==> src/rtl/wb_trace_port_if.sv <==
// Writeback capture inputs and the trace record stream of wb_trace_port.
// The master modport is the trace writer; the slave modport is the pipeline/reader side.
interface wb_trace_port_if #(
    parameter int DATA_W = 8,
    parameter int RA_W   = 3,
    parameter int TS_W   = 8
);
    logic                        wb_we;
    logic [RA_W-1:0]             wb_dest;
    logic [DATA_W-1:0]           wb_result;
    logic                        trace_valid;
    logic [TS_W+RA_W+DATA_W-1:0] trace_data;
    logic                        trace_ready;

    modport master (
        input  wb_we, wb_dest, wb_result, trace_ready,
        output trace_valid, trace_data
    );

    modport slave (
        output wb_we, wb_dest, wb_result, trace_ready,
        input  trace_valid, trace_data
    );
endinterface

==> src/rtl/wb_trace_port.sv <==
// MEM/WB writeback trace writer: triggered capture of {timestamp, dest, result}
// records into a show-ahead FIFO drained over a valid/ready stream.
module wb_trace_port #(
    parameter int DATA_W = 8,
    parameter int RA_W   = 3,
    parameter int TS_W   = 8,
    parameter int DEPTH  = 4
) (
    input  logic                 clk,
    input  logic                 reset,
    input  logic                 ce,
    input  logic                 trace_en,
    input  logic                 trig_any,
    input  logic [RA_W-1:0]      trig_reg,
    wb_trace_port_if.master      tp,
    output logic                 overflow,
    output logic [7:0]           drop_cnt,
    output logic [1:0]           state_o
);
    localparam int REC_W = TS_W + RA_W + DATA_W;
    localparam int PTR_W = $clog2(DEPTH);
    localparam logic [PTR_W:0] CNT_ONE  = (PTR_W+1)'(1);
    localparam logic [PTR_W:0] CNT_FULL = (PTR_W+1)'(DEPTH);

    typedef enum logic [1:0] {
        IDLE    = 2'd0,
        ARMED   = 2'd1,
        CAPTURE = 2'd2,
        DRAIN   = 2'd3
    } state_t;

    state_t             state, state_nxt;
    logic [REC_W-1:0]   mem [DEPTH];
    logic [PTR_W-1:0]   rd_ptr, wr_ptr;
    logic [PTR_W:0]     count;
    logic [TS_W-1:0]    ts;
    logic               event_w, push, pop, arm, empty, full, accept, drop;

    function automatic logic [7:0] sat_inc8(input logic [7:0] v);
        return (v == 8'hFF) ? v : v + 8'd1;
    endfunction

    assign event_w = ce && tp.wb_we;
    assign empty   = (count == '0);
    assign full    = (count == CNT_FULL);
    assign pop     = !empty && tp.trace_ready;
    // A full FIFO still accepts a push when the head leaves on the same edge.
    assign accept  = push && (!full || pop);
    assign drop    = push && full && !pop;

    assign tp.trace_valid = !empty;
    assign tp.trace_data  = mem[rd_ptr];
    assign state_o        = state;

    always_ff @(posedge clk or negedge reset) begin
        if (!reset) state <= IDLE;
        else        state <= state_nxt;
    end

    // Stopping capture wins over any event or trigger in the same cycle.
    always_comb begin
        state_nxt = state;
        push      = 1'b0;
        arm       = 1'b0;
        unique case (state)
            IDLE: begin
                if (trace_en) begin
                    state_nxt = ARMED;
                    arm       = 1'b1;
                end
            end
            ARMED: begin
                if (!trace_en) begin
                    state_nxt = DRAIN;
                end else if (event_w && (trig_any || tp.wb_dest == trig_reg)) begin
                    state_nxt = CAPTURE;
                    push      = 1'b1;
                end
            end
            CAPTURE: begin
                if (!trace_en) state_nxt = DRAIN;
                else           push      = event_w;
            end
            DRAIN: begin
                if (empty || (count == CNT_ONE && pop)) state_nxt = IDLE;
            end
        endcase
    end

    always_ff @(posedge clk or negedge reset) begin
        if (!reset) begin
            ts <= '0;
        end else if (arm) begin
            ts <= '0;
        end else if (ce && (state == ARMED || state == CAPTURE)) begin
            ts <= ts + TS_W'(1);
        end
    end

    always_ff @(posedge clk or negedge reset) begin
        if (!reset) begin
            overflow <= 1'b0;
            drop_cnt <= '0;
        end else if (arm) begin
            overflow <= 1'b0;
            drop_cnt <= '0;
        end else if (drop) begin
            overflow <= 1'b1;
            drop_cnt <= sat_inc8(drop_cnt);
        end
    end

    // Storage is cleared on reset so a discarded trace never resurfaces on trace_data.
    always_ff @(posedge clk or negedge reset) begin
        if (!reset) begin
            for (int i = 0; i < DEPTH; i++) mem[i] <= '0;
            rd_ptr <= '0;
            wr_ptr <= '0;
            count  <= '0;
        end else begin
            if (accept) begin
                mem[wr_ptr] <= {ts, tp.wb_dest, tp.wb_result};
                wr_ptr      <= wr_ptr + PTR_W'(1);
            end
            if (pop) rd_ptr <= rd_ptr + PTR_W'(1);
            unique case ({accept, pop})
                2'b10:   count <= count + CNT_ONE;
                2'b01:   count <= count - CNT_ONE;
                default: count <= count;
            endcase
        end
    end
endmodule

==> src/flat_wrapper.sv <==
// flat-port wrapper written by rule: the top's interface ports become plain ports
module wb_trace_port_flat 
#(
    parameter int DATA_W = 8,
    parameter int RA_W   = 3,
    parameter int TS_W   = 8,
    parameter int DEPTH  = 4
)
  (clk, reset, ce, trace_en, trig_any, trig_reg, overflow, drop_cnt, state_o, tp_wb_we, tp_wb_dest, tp_wb_result, tp_trace_ready, tp_trace_valid, tp_trace_data);
  wb_trace_port_if #(.DATA_W(DATA_W), .RA_W(RA_W), .TS_W(TS_W)) tp_i ();
  input  logic clk;
  input  logic reset;
  input  logic ce;
  input  logic trace_en;
  input  logic trig_any;
  input  logic [RA_W-1:0] trig_reg;
  output logic overflow;
  output logic [7:0] drop_cnt;
  output logic [1:0] state_o;
  input wire logic [$bits(tp_i.wb_we)-1:0] tp_wb_we;
  input wire logic [$bits(tp_i.wb_dest)-1:0] tp_wb_dest;
  input wire logic [$bits(tp_i.wb_result)-1:0] tp_wb_result;
  input wire logic [$bits(tp_i.trace_ready)-1:0] tp_trace_ready;
  output wire logic [$bits(tp_i.trace_valid)-1:0] tp_trace_valid;
  output wire logic [$bits(tp_i.trace_data)-1:0] tp_trace_data;
  assign tp_i.wb_we = tp_wb_we;
  assign tp_i.wb_dest = tp_wb_dest;
  assign tp_i.wb_result = tp_wb_result;
  assign tp_i.trace_ready = tp_trace_ready;
  assign tp_trace_valid = tp_i.trace_valid;
  assign tp_trace_data = tp_i.trace_data;
  wb_trace_port #(.DATA_W(DATA_W), .RA_W(RA_W), .TS_W(TS_W), .DEPTH(DEPTH)) u_core (.clk(clk), .reset(reset), .ce(ce), .trace_en(trace_en), .trig_any(trig_any), .trig_reg(trig_reg), .tp(tp_i), .overflow(overflow), .drop_cnt(drop_cnt), .state_o(state_o));
endmodule
==> config.mk <==
export PLATFORM = sky130hd
export DESIGN_NAME = wb_trace_port_flat
export DESIGN_NICKNAME = d
export VERILOG_FILES = /design/src/rtl/wb_trace_port_if.sv /design/src/rtl/wb_trace_port.sv /design/src/flat_wrapper.sv
export SDC_FILE = /design/constraint.sdc
export NUM_CORES = 1
export LEC_CHECK = 0
export ABC_CLOCK_PERIOD_IN_PS = 2400
export CORE_MARGIN = 4
export CORE_UTILIZATION = 30
export CTS_CLUSTER_SIZE = 25
export DETAILED_ROUTE_END_ITERATION = 12
export DONT_BUFFER_PORTS = 1
export PLACE_DENSITY_LB_ADDON = 0.15
export SYNTH_ARGS = -nofsm -noshare
export SYNTH_HDL_FRONTEND = slang
export SYNTH_SLANG_ARGS = --single-unit
==> constraint.sdc <==
create_clock -name clk -period 2.4 [get_ports clk]
set_input_delay 0.48 -clock clk [delete_from_list [all_inputs] [get_ports clk]]
set_output_delay 0.48 -clock clk [all_outputs]
set_load 0.02 [all_outputs]
==> results of run 1 <==
==> registers in the layout, summed over array words and instances, names as in the netlist <==
signal           count
u_core.state_o       2
u_core.overflow      1
u_core.mem          76
u_core.rd_ptr        2
u_core.ts            8
u_core.drop_cnt      8
u_core.count         3
u_core.wr_ptr        2
==> metrics by stage <==
step / hold WS (ns) / util / setup slack (ns)
6_report: -0.1673 / 0.3438 / 0.1820
3_5_place_dp: 0.1893 / 0.3256 / 0.1889
5_1_grt: -0.1932 / 0.3438 / 0.03041
2_1_floorplan: 0.1844 / - / 0.2119
4_1_cts: -0.1923 / 0.3438 / 0.1766
3_3_place_gp: 0.1891 / 0.3256 / 0.2281
==> worst max-delay path by stage <==
stage,start,to,depth (start not counted),slack [ns]
after floorplan,u_core.state_o[0]$_DFFE_PN0P_,u_core.mem[46]$_DFFE_PN0P_,8,0.21
after CTS,u_core.state_o[1]$_DFFE_PN0P_,u_core.count[2]$_DFFE_PN0P_,9,0.18
final,u_core.state_o[1]$_DFFE_PN0P_,u_core.count[2]$_DFFE_PN0P_,9,0.18
after global placement,u_core.state_o[1]$_DFFE_PN0P_,u_core.count[2]$_DFFE_PN0P_,9,0.23
after global routing,u_core.state_o[1]$_DFFE_PN0P_,u_core.count[2]$_DFFE_PN0P_,9,0.03
after detailed placement,u_core.state_o[1]$_DFFE_PN0P_,u_core.count[2]$_DFFE_PN0P_,9,0.19
==> kinds of logic (layout without fill, tap and decap cells) <==
family | count (synthesis) | count (layout) | share of synthesized area
flip-flops | 102 | 102 | 0.5163
multiplexers | 101 | 101 | 0.2761
AND/OR/NAND/NOR | 69 | 69 | 0.07188
buffers and inverters | 29 | 37 | 0.03771
AO/OA/AOI/OAI | 22 | 22 | 0.03164
XOR/XNOR | 16 | 16 | 0.02835
adder cells (fa/ha/maj) | 15 | 15 | 0.03797
==> layer usage <==
metal	vias up	wire [um]
met2	65	4670
met3	15	592
li1	1283	-
met5	-	0
met4	0	241
met1	1487	4931
==> cells in the final DEF (no fill, tap or decap), types with 6 or more instances in the layout <==
cell type    n
nand2_1     15
clkbuf_16    9
mux4_2      19
xor2_1       7
nor2_1      15
dfrtp_1    102
mux2_2      73
nand3_1      9
ha_1        15
inv_1       10
buf_4        6
nand4_1      8
xnor2_1      9
a21oi_1      7
==> layout make-up <==
cell class | instances | area [um^2]
multi-input cells | 223 | 2205
inverters | 10 | 37.54
repair buffers | 11 | 145.1
well taps | 216 | 270.3
fillers | 1576 | 10500
clock buffers | 11 | 252.7
clock inverters | 5 | 38.79
flip-flops and latches | 102 | 2552
==> power breakdown <==
part	total (uW)	switching [uW]	internal (uW)
Combinational	2020	1020	993
Sequential	2510	301	2200
Clock	1440	666	770
==> results.json, run 1 <==
{
  "setup_viol": 0,
  "core_um2": 16000,
  "layout-drive-gt1-share": 0.3646,
  "critPathMaxStageDelay_ns": 0.39,
  "final_nets": 393,
  "avgSynthCellArea_um2": 13.96,
  "worstMarginPinSlew_ns": 0.5059,
  "cts_buffers": 9,
  "start_util": 0.3090,
  "use_met1": 0.1638,
  "ys_types": 40,
  "route.detailed.drc": 0,
  "yosys_warnings": 0,
  "finalSetupTns_ns": 0,
  "ys.flop_type": "dfrtp_1",
  "post_cts_buffers": 0,
  "clock_sinks": 102,
  "synth_top_area_frac": 0.5163,
  "reg2reg_from": "u_core.state_o[1]$_DFFE_PN0P_",
  "dr_total_vias": 2850,
  "die_y_um": 136.4,
  "placed_cell_area_um2": 5210,
  "drt_wl_total_um": 10440,
  "dp_cells": 562,
  "leakage_uw": 0.002531,
  "rsz0062_at_grt": "no",
  "crit_fanout": 8,
  "required_ns": 2.63,
  "instances_no_fill": 578,
  "synthMostInstantiatedCell": "dfrtp_1",
  "reg2regPathDepth": 9,
  "rows": 46,
  "drv_slew": 0,
  "viasPerCell": 4.931,
  "top_usage_layer": "met2",
  "crit_arrival_ns": 2.45,
  "grt-ovfl-total": 0,
  "vdd.ir_drop.worst_mv": 0.5090,
  "synth_edf_count": 0,
  "cp_top_family": "adder cells",
  "r2r-end": "u_core.count[2]$_DFFE_PN0P_",
  "port_buffers": 0,
  "drt_iter0_markers": 163,
  "hold_path_class": "in -> async",
  "postSynthCellCount": 354,
  "synth_area_leaders": "dfrtp_1 52%, mux2_2 17%, mux4_2 8.7%, ha_1 3.8%, xnor2_1 1.6%",
  "regToRegSetupSlack_ns": 0.18,
  "failed_checks": "negative hold slack",
  "die_w_um": 136.4,
  "dieArea_um2": 18600,
  "clock-root-buffer": "clkbuf_16",
  "dr.pass1.iters": 4,
  "cpMostUsedCell": "ha_1",
  "grt_max_degree": 103,
  "dp_hpwl_um": 6796,
  "mappedNetlistNets": 390,
  "antenna_found_initial": 0,
  "fin_crit_sh": 0.9241,
  "htreeDepth": 3,
  "end_kind": "flip-flop",
  "critPathKind": "reg -> reg",
  "clk_pin_slew_worst_paths_ns": 0.07,
  "synthTopCellsByCount": "102 x dfrtp_1, 73 x mux2_2, 19 x mux4_2",
  "holdWs_ns": -0.1673,
  "grt_use_met3": 0.03405,
  "syn2layout_area_growth_pct": 11.29,
  "clk_path_buf_depth": 2,
  "async_reset_ff_frac": 1.000,
  "final_hold_viol_count": 102,
  "wl_per_cell_um": 18.05,
  "fin_area_um2": 5502,
  "ioPinCount": 52,
  "slowest_stage": "a311oi_2",
  "fmax_mhz": 450.9,
  "finalPower_uw": 5957,
  "clock_latency_ns": 0.35,
  "drtAntennaViolNets": 0,
  "grt_pass1_vias": 3042,
  "slew_headroom": 0.6627,
  "ctsResizeCount": 0,
  "synth-seq-cells": 102,
  "netlist_area_um2": 4943,
  "power.density_nw_per_um2": 1083,
  "gp_congestion": 0.7652,
  "antenna-diode-count": 0,
  "status": "finished, violations left",
  "min_period_ns": 2.218,
  "synth_top_area_cell": "dfrtp_1",
  "grtUsageTotal": 0.1206,
  "skew_ns": 0.009512,
  "grt.met2_usage": 0.1797,
  "worst-path-buf-inv": 1,
  "cts_tree": "built",
  "maxCapViolations": 0,
  "grt_pass1_wl_um": 17120,
  "cp-start-kind": "flip-flop",
  "ys_seq_area_frac": 0.5163,
  "worstPathCellList": "buf_4 > ha_1 > a311oi_2 > nor2_2 > nand2_1 > ha_1 > mux2i_1 > nor2_1 > xor2_1"
}
Note: power is estimated with default switching activity, not from simulation.
==> run 2, diff against run 1 <==
--- a/config.mk
+++ b/config.mk
@@ -11,6 +11,7 @@
 export CTS_CLUSTER_SIZE = 25
 export DETAILED_ROUTE_END_ITERATION = 12
 export DONT_BUFFER_PORTS = 1
+export HOLD_SLACK_MARGIN = 0.02
 export PLACE_DENSITY_LB_ADDON = 0.15
 export SYNTH_ARGS = -nofsm -noshare
 export SYNTH_HDL_FRONTEND = slang
==> results of run 2 <==
Final layout, timing and power as in run 1 (identical DEF).
